`src/rtl/pwm_compare_dt.sv`:
```
// Compare-based PWM generator with shadowed compare register, complementary
// high/low gate outputs, programmable dead time and a latched fault state.
module pwm_compare_dt #(
  parameter int unsigned CW  = 16,
  parameter int unsigned DTW = 10
) (
  input  logic           clk,
  input  logic           reset,
  input  logic [CW-1:0]  carrier,
  input  logic [CW-1:0]  period,
  input  logic [CW-1:0]  compare,
  input  logic [DTW-1:0] deadtime,
  input  logic [1:0]     update_mode,
  input  logic           pwm_en,
  input  logic           fault,
  output logic           pwm_h,
  output logic           pwm_l,
  output logic           load_evt,
  output logic           fault_flag
);

  typedef enum logic [2:0] {
    S_OFF,
    S_DT_H,
    S_H_ON,
    S_DT_L,
    S_L_ON,
    S_FAULT
  } state_t;

  state_t         state;
  state_t         state_nx;
  logic [CW-1:0]  compare_sh;
  logic           ref_q;
  logic [DTW-1:0] dt_cnt;
  logic [DTW-1:0] dt_nx;
  logic           at_zero_c;
  logic           at_period_c;
  logic           evt_c;
  logic           load_c;
  logic           go_h_c;
  logic           go_l_c;
  logic           pwm_h_nx;
  logic           pwm_l_nx;
  logic           fault_flag_nx;

  // Shadow-load condition; period==0 makes both hits coincide into one event
  always_comb begin
    at_zero_c   = (carrier == '0);
    at_period_c = (carrier == period);
    case (update_mode)
      2'b01:   evt_c = at_zero_c;
      2'b10:   evt_c = at_period_c;
      2'b11:   evt_c = at_zero_c | at_period_c;
      default: evt_c = 1'b0;
    endcase
    load_c = (update_mode == 2'b00) || evt_c || (state == S_OFF);
  end

  // Compare shadow register, registered reference and load pulse
  always_ff @(posedge clk or posedge reset) begin
    if (reset) begin
      compare_sh <= '0;
      ref_q      <= 1'b0;
      load_evt   <= 1'b0;
    end else begin
      if (load_c) begin
        compare_sh <= compare;
      end
      ref_q    <= (carrier < compare_sh);
      load_evt <= evt_c;
    end
  end

  // Next-state, dead-time counter and next-output logic
  always_comb begin
    state_nx      = state;
    dt_nx         = dt_cnt;
    go_h_c        = 1'b0;
    go_l_c        = 1'b0;
    pwm_h_nx      = 1'b0;
    pwm_l_nx      = 1'b0;
    fault_flag_nx = 1'b0;

    case (state)
      S_OFF: begin
        if (pwm_en) begin
          if (ref_q) go_h_c = 1'b1;
          else       go_l_c = 1'b1;
        end
      end
      S_L_ON: begin
        if (ref_q) go_h_c = 1'b1;
      end
      S_H_ON: begin
        if (!ref_q) go_l_c = 1'b1;
      end
      S_DT_H: begin
        if (!ref_q)              go_l_c   = 1'b1;
        else if (dt_cnt == '0)   state_nx = S_H_ON;
        else                     dt_nx    = dt_cnt - DTW'(1);
      end
      S_DT_L: begin
        if (ref_q)               go_h_c   = 1'b1;
        else if (dt_cnt == '0)   state_nx = S_L_ON;
        else                     dt_nx    = dt_cnt - DTW'(1);
      end
      S_FAULT: begin
        if (!fault && !pwm_en) state_nx = S_OFF;
      end
      default: state_nx = S_OFF;
    endcase

    // Zero dead time swaps sides directly without visiting a dead state
    if (go_h_c) begin
      if (deadtime == '0) begin
        state_nx = S_H_ON;
      end else begin
        state_nx = S_DT_H;
        dt_nx    = deadtime - DTW'(1);
      end
    end
    if (go_l_c) begin
      if (deadtime == '0) begin
        state_nx = S_L_ON;
      end else begin
        state_nx = S_DT_L;
        dt_nx    = deadtime - DTW'(1);
      end
    end

    if (!pwm_en && (state != S_FAULT)) state_nx = S_OFF;
    if (fault)                         state_nx = S_FAULT;

    if ((state_nx != S_DT_H) && (state_nx != S_DT_L)) dt_nx = '0;

    pwm_h_nx      = (state_nx == S_H_ON);
    pwm_l_nx      = (state_nx == S_L_ON);
    fault_flag_nx = (state_nx == S_FAULT);
  end

  // State, counter and gate output registers share one edge
  always_ff @(posedge clk or posedge reset) begin
    if (reset) begin
      state      <= S_OFF;
      dt_cnt     <= '0;
      pwm_h      <= 1'b0;
      pwm_l      <= 1'b0;
      fault_flag <= 1'b0;
    end else begin
      state      <= state_nx;
      dt_cnt     <= dt_nx;
      pwm_h      <= pwm_h_nx;
      pwm_l      <= pwm_l_nx;
      fault_flag <= fault_flag_nx;
    end
  end

endmodule

```
`config.mk`:
```
export PLATFORM = sky130hd
export DESIGN_NAME = pwm_compare_dt
export DESIGN_NICKNAME = d
export VERILOG_FILES = /design/src/rtl/pwm_compare_dt.sv
export SDC_FILE = /design/constraint.sdc
export NUM_CORES = 1
export LEC_CHECK = 0
export ABC_AREA = 1
export BUFFER_PORTS_ARGS = -buffer_cell sky130_fd_sc_hd__buf_2
export CAP_MARGIN = 30
export CORE_MARGIN = 2
export CORE_UTILIZATION = 40
export CTS_CLUSTER_DIAMETER = 80
export DETAILED_ROUTE_END_ITERATION = 8
export GPL_ROUTABILITY_DRIVEN = 0
export MAX_ROUTING_LAYER = met4
export PLACE_DENSITY = 0.63
export SKIP_LAST_GASP = 1
export SYNTH_ARGS = -nofsm -noshare
export SYNTH_HDL_FRONTEND = slang
export SYNTH_SLANG_ARGS = --single-unit
```
`constraint.sdc`:
```
create_clock -name clk -period 5 [get_ports clk]
set_input_delay 0.5 -clock clk [delete_from_list [all_inputs] [get_ports clk]]
set_output_delay 0.5 -clock clk [all_outputs]
set_load 0.05 [all_outputs]
```
---- Word level (Yosys, flattened, before mapping) ----
Cells that the tools add are included.
cells by class
  div/mod/pow operators ................... 0
  equality and inequality tests ........... 15
  reductions and logical operators ........ 15
  bitwise operators ....................... 1
  add/subtract/negate cells ............... 2
  magnitude comparators ................... 1
  shift-type cells ........................ 0
  $mul .................................... 0
  multiplexer cells ....................... 28
operators by type and width
  operator                                               number
  2-to-1 mux 10 bit                                      8
  2-to-1 mux 3 bit                                       10
  logical NOT 10 bit                                     2
  one-hot mux 10 bit (2 select lines)                    1
  subtractor 10 x 1 -> 10 bit, second input constant     2
  equality test 16 bit                                   1
  logical NOT 16 bit                                     1
  < comparator 16 bit                                    1
  equality test 3 bit, second input constant             4
  one-hot mux 3 bit (4 select lines)                     1
  equality test 3 x 2 -> 1 bit, second input constant    3
  equality test 2 bit, second input constant             2
  2-to-1 mux 1 bit                                       4
  one-hot mux 1 bit (2 select lines)                     2
  OR reduction 2 bit                                     2
  equality test 3 x 1 -> 1 bit, second input constant    1
  logical AND 1 bit                                      3
  logical NOT 3 bit                                      1
  inequality test 3 x 1 -> 1 bit, second input constant  1
  inequality test 3 x 2 -> 1 bit, second input constant  1
  inequality test 3 bit, second input constant           1
  one-hot mux 1 bit (3 select lines)                     1
  OR reduction 3 bit                                     1
  equality test 2 x 1 -> 1 bit, second input constant    1
  other kinds (5)                                        7
word-level totals
  register bits after elaboration ......... 34
  ROM bits ................................ 0
  memories ................................ 0
  output and inout bits ................... 4
  input port bits ......................... 64
  memory bits (writable) .................. 0
  logic and storage cells ................. 70
  latch bits .............................. 0

---- Longest topological paths before layout ----
  depth in word-level cells ............... 11
  gate-level depth with buffers ........... 13
  mapped depth without buffers ............ 12

---- Worst setup path before layout ----
Ideal clock, no wire load.
  path kind ............................... input to register
  start ................................... input deadtime[0]
  end ..................................... register pwm_l
  setup time .............................. 71 ps
  arrival ................................. 1705 ps
  path slack .............................. 3224 ps
  stages on the path ...................... 12
  required time ........................... 4929 ps
  path buffers ............................ 0
  cells stage by stage .................... inv_1 > ha_1 > nand2_1 > nor2_2 > nand2_2 > nand2_4 > inv_2 > nor2_2 > nand2_1 > nand3_1 > nand2_1 > nor2_1
between the ends
  longest elaborated chain between the ends .. 7
  elaborated cells between the ends (all ways) .. 8
  those cells by class .................... 1 x eq/ne; 6 x mux; 1 x reduce/logical
ends and longest elaborated chain
  element                  RTL line  source
  start, declared          12        input logic [DTW-1:0] deadtime,
  logical NOT 10 bit (*)   116, 124
  2-to-1 mux 2 bit         116       if (deadtime == '0) begin
  2-to-1 mux 3 bit         115       if (go_h_c) begin
  2-to-1 mux 3 bit (*)     123       if (go_l_c) begin
  2-to-1 mux 3 bit (*)     132       if (!pwm_en && (state != S_FAULT)) state_nx = S_OFF;
  2-to-1 mux 3 bit (*)     133       if (fault) state_nx = S_FAULT;
  named net state_nx[0]    32        state_t state_nx;
  equality test 3 bit (*)  138       pwm_l_nx = (state_nx == S_L_ON);
  named net pwm_l_nx       44        logic pwm_l_nx;
  end signal, assigned     154       pwm_l <= pwm_l_nx;
  end, declared            17        output logic pwm_l,
The timed path passes the listed nets; every way through them passes the cells marked *.
A chain may end at the register's enable or synchronous reset.

---- Worst setup path in the final report ----
  start ................................... input carrier[5]
  end ..................................... register compare_sh[4]
between the ends
  longest elaborated chain between the ends .. 5
  elaborated cells between the ends (all ways) .. 6
  those cells by class .................... 1 x eq/ne; 1 x mux; 1 x bitwise; 3 x reduce/logical
ends and longest elaborated chain
  element                                                     RTL line  source
  start, declared                                             9         input logic [CW-1:0] carrier,
  equality test 16 bit or logical NOT 16 bit (tied branches)  50, 49
  OR 1 bit                                                    54        2'b11: evt_c = at_zero_c | at_period_c;
  one-hot mux 1 bit (3 select lines) (*)                      51        case (update_mode)
  logical OR 1 bit (*) (2 in series)                          57        load_c = (update_mode == 2'b00) || evt_c || (state == S_OFF);
  end signal, assigned                                        68        compare_sh <= compare;
  end, declared                                               33        logic [CW-1:0] compare_sh;
Mark *: on every way between the ends. The rest lies on a longest branch, timed or not.

==> results.cfg <==
[final_layout]
num_antenna_cells = 0
seqCellArea_um2 = 851
fin_area_mm2 = 0.00342
mostFrequentLayoutCells = 125 x nand2_1, 67 x buf_2, 58 x inv_1, 49 x nor2_1, 34 x dfrtp_1
final_util = 0.479
area_growth_pct = 18.0
fin_nets = 587
final_common_cell = nand2_1
fillers = 788
drive_above_1_share = 0.198
multi_input_area_mm2 = 0.00178

[power]
p_leak_uw = 0.00185
power.total_uw = 1920
power_density_mw_per_mm2 = 560
vdd_ir_drop_max_uv = 224

[timing]
min_period_ps = 2160
fin_tns_setup_ps = 0
tightest_slew_ps = 750
finalHoldViolations = 0
setup_violations = 0
fin_skew_ps = 11.2
fin_crit_sh = 0.432
hold-worst-slack_ps = 287
relSlewSlack = 0.499
fmax_ghz = 0.463
rsz0062_at_grt = false
maxSlewViolCount = 0

[global_routing]
antenna_found_initial = 0
globalRouteOverflowTotal = 0
grt.total_usage = 0.203
grt_max_degree = 35
grt_pass1_vias = 2866
grt_pass1_wl_um = 12400

[synthesis]
ys_seq_area_frac = 0.293
syn_inst = 437
yosysWarnings = 0
syn-cell-area_mm2 = 0.00290
ys_ff_latch = 34
ys_types = 35
synth_top_cells_by_area = dfrtp_1 29%, nand2_1 16%, inv_1 7.5%
yosysTopAreaCell = dfrtp_1
synth_top_area_share = 0.293
synth_nets = 518
syn_avg_cell_area_um2 = 6.63

[drt]
antenna_left = 0
vias = 2992
via_per_inst = 4.95
drtPass1Iterations = 4
wire_per_inst_um = 11.9
drtIter0Drc = 140
routed_wl_um = 7180
drc = 0

[die]
die_w_um = 89.1
ios = 68
rows = 31
start_util = 0.406
die-height_um = 89.1
die-area_mm2 = 0.00794
core_area_mm2 = 0.00714

[cts]
h-tree-depth = 2
cts_buffers = 5
cts_hold_buf = 0
cts_buffer_depth = 2
cts.sinks = 34
cts_resized = 0
clockRootBuffer = clkbuf_8
cts_tree = yes
post_cts_buffers = 0
clkLatencyLatePin_ps = 290
clkTransAtPathRegs_ps = 70

[setup_path]
worstPathRequired_ps = 5230
crit_fanout = 18
worst_r2r_path_depth = 7
cp-end-kind = flip-flop
cp-start-kind = input port
critPathKind = input port to flip-flop
cp_data_arrival_time_ps = 2390
r2r_slack_ps = 2960

[run]
drv_cap = 0

[outcome]
status = finished clean

[placed_design]
io_buffer_count = 67
hpwlAfterDp_um = 5670
dpl_cell_area_mm2 = 0.00334

[hold_path]
min_path_type = input port to asynchronous set/reset pin
-- layout make-up --
class | instances | share of cell area
Clock buffer | 5 | 0.0201
Clock inverter | 2 | 0.00439
Inverter | 63 | 0.0691
Multi-Input combinational cell | 334 | 0.521
Sequential cell | 34 | 0.249
Tap cell | 99 | 0.0362
Timing Repair Buffer | 68 | 0.100
-- through the flow --
stage / instances / setup WS, ps
2_1_floorplan: 437 / 3220
3_3_place_gp: 598 / 2630
3_5_place_dp: 598 / 2550
4_1_cts: 605 / 2850
5_1_grt: 605 / 2530
6_report: 605 / 2840
-- cells in the mapped netlist (all sizes together) --
master / instances
a211oi: 1
a21oi: 24
a22o: 1
and3: 1
buf: 3
clkbuf: 3
clkinv: 1
dfrtp: 34
ha: 17
inv: 62
nand2: 132
nand3: 30
nand3b: 2
nand4: 24
nor2: 55
nor3: 4
nor4: 2
o211ai: 5
o21ai: 18
o221ai: 2
o22ai: 2
o31ai: 1
or2: 2
xnor2: 3
xor2: 8
-- worst max-delay path, cell delays in order --
cell and delay, ps:
buf_2 110, inv_1 90, nand3_1 90, nor3_1 200, nand4_1 640, nand3_2 570, nand2_1 110, nand2_1 70
-- report_power, final --
| group | leakage [uW] | internal (uW) | total, uW | switching (uW) |
|---|---|---|---|---|
| sequential | 0.000435 | 386 | 471 | 85.1 |
| combinational | 0.00138 | 414 | 1250 | 832 |
| clock | 0.0000362 | 95.0 | 200 | 105 |
-- sequential cells by signal, indices dropped and copies added, names as in the netlist --
| register | cells |
|---|---|
| dt_cnt | 10 |
| pwm_l | 1 |
| load_evt | 1 |
| pwm_h | 1 |
| fault_flag | 1 |
| compare_sh | 16 |
| ref_q | 1 |
| state | 3 |
-- kinds of logic (layout without fill, tap and decap cells) --
| logic type | after synthesis | after routing | share of synthesized area |
|---|---|---|---|
| and+or+nand+nor | 252 | 252 | 0.395 |
| buffers and inverters | 69 | 138 | 0.0915 |
| AOI/OAI and AO/OA | 54 | 54 | 0.113 |
| DFF | 34 | 34 | 0.293 |
| adders and majority gates | 17 | 17 | 0.0734 |
| xor gates and xnor gates | 11 | 11 | 0.0332 |
-- routing by layer --
layer | routed length, um | global-route usage
met3 | 246 | 0.0314
met4 | 86 | 0.0543
met1 | 3430 | 0.264
met2 | 3410 | 0.331
met5 | 0 | -
-- final timing paths --
| kind | end | start |
|---|---|---|
| min in group clk | compare_sh[10] | compare[10] |
| worst min-delay path | dt_cnt[8] | reset |
| worst max-delay path | compare_sh[4] | carrier[5] |
| max in group asynchronous | dt_cnt[2] | reset |
| worst max register to register | compare_sh[4] | state[0] |
| worst min register to register | compare_sh[8] | compare_sh[8] |
No activity file was read; power rests on OpenSTA's default activity.
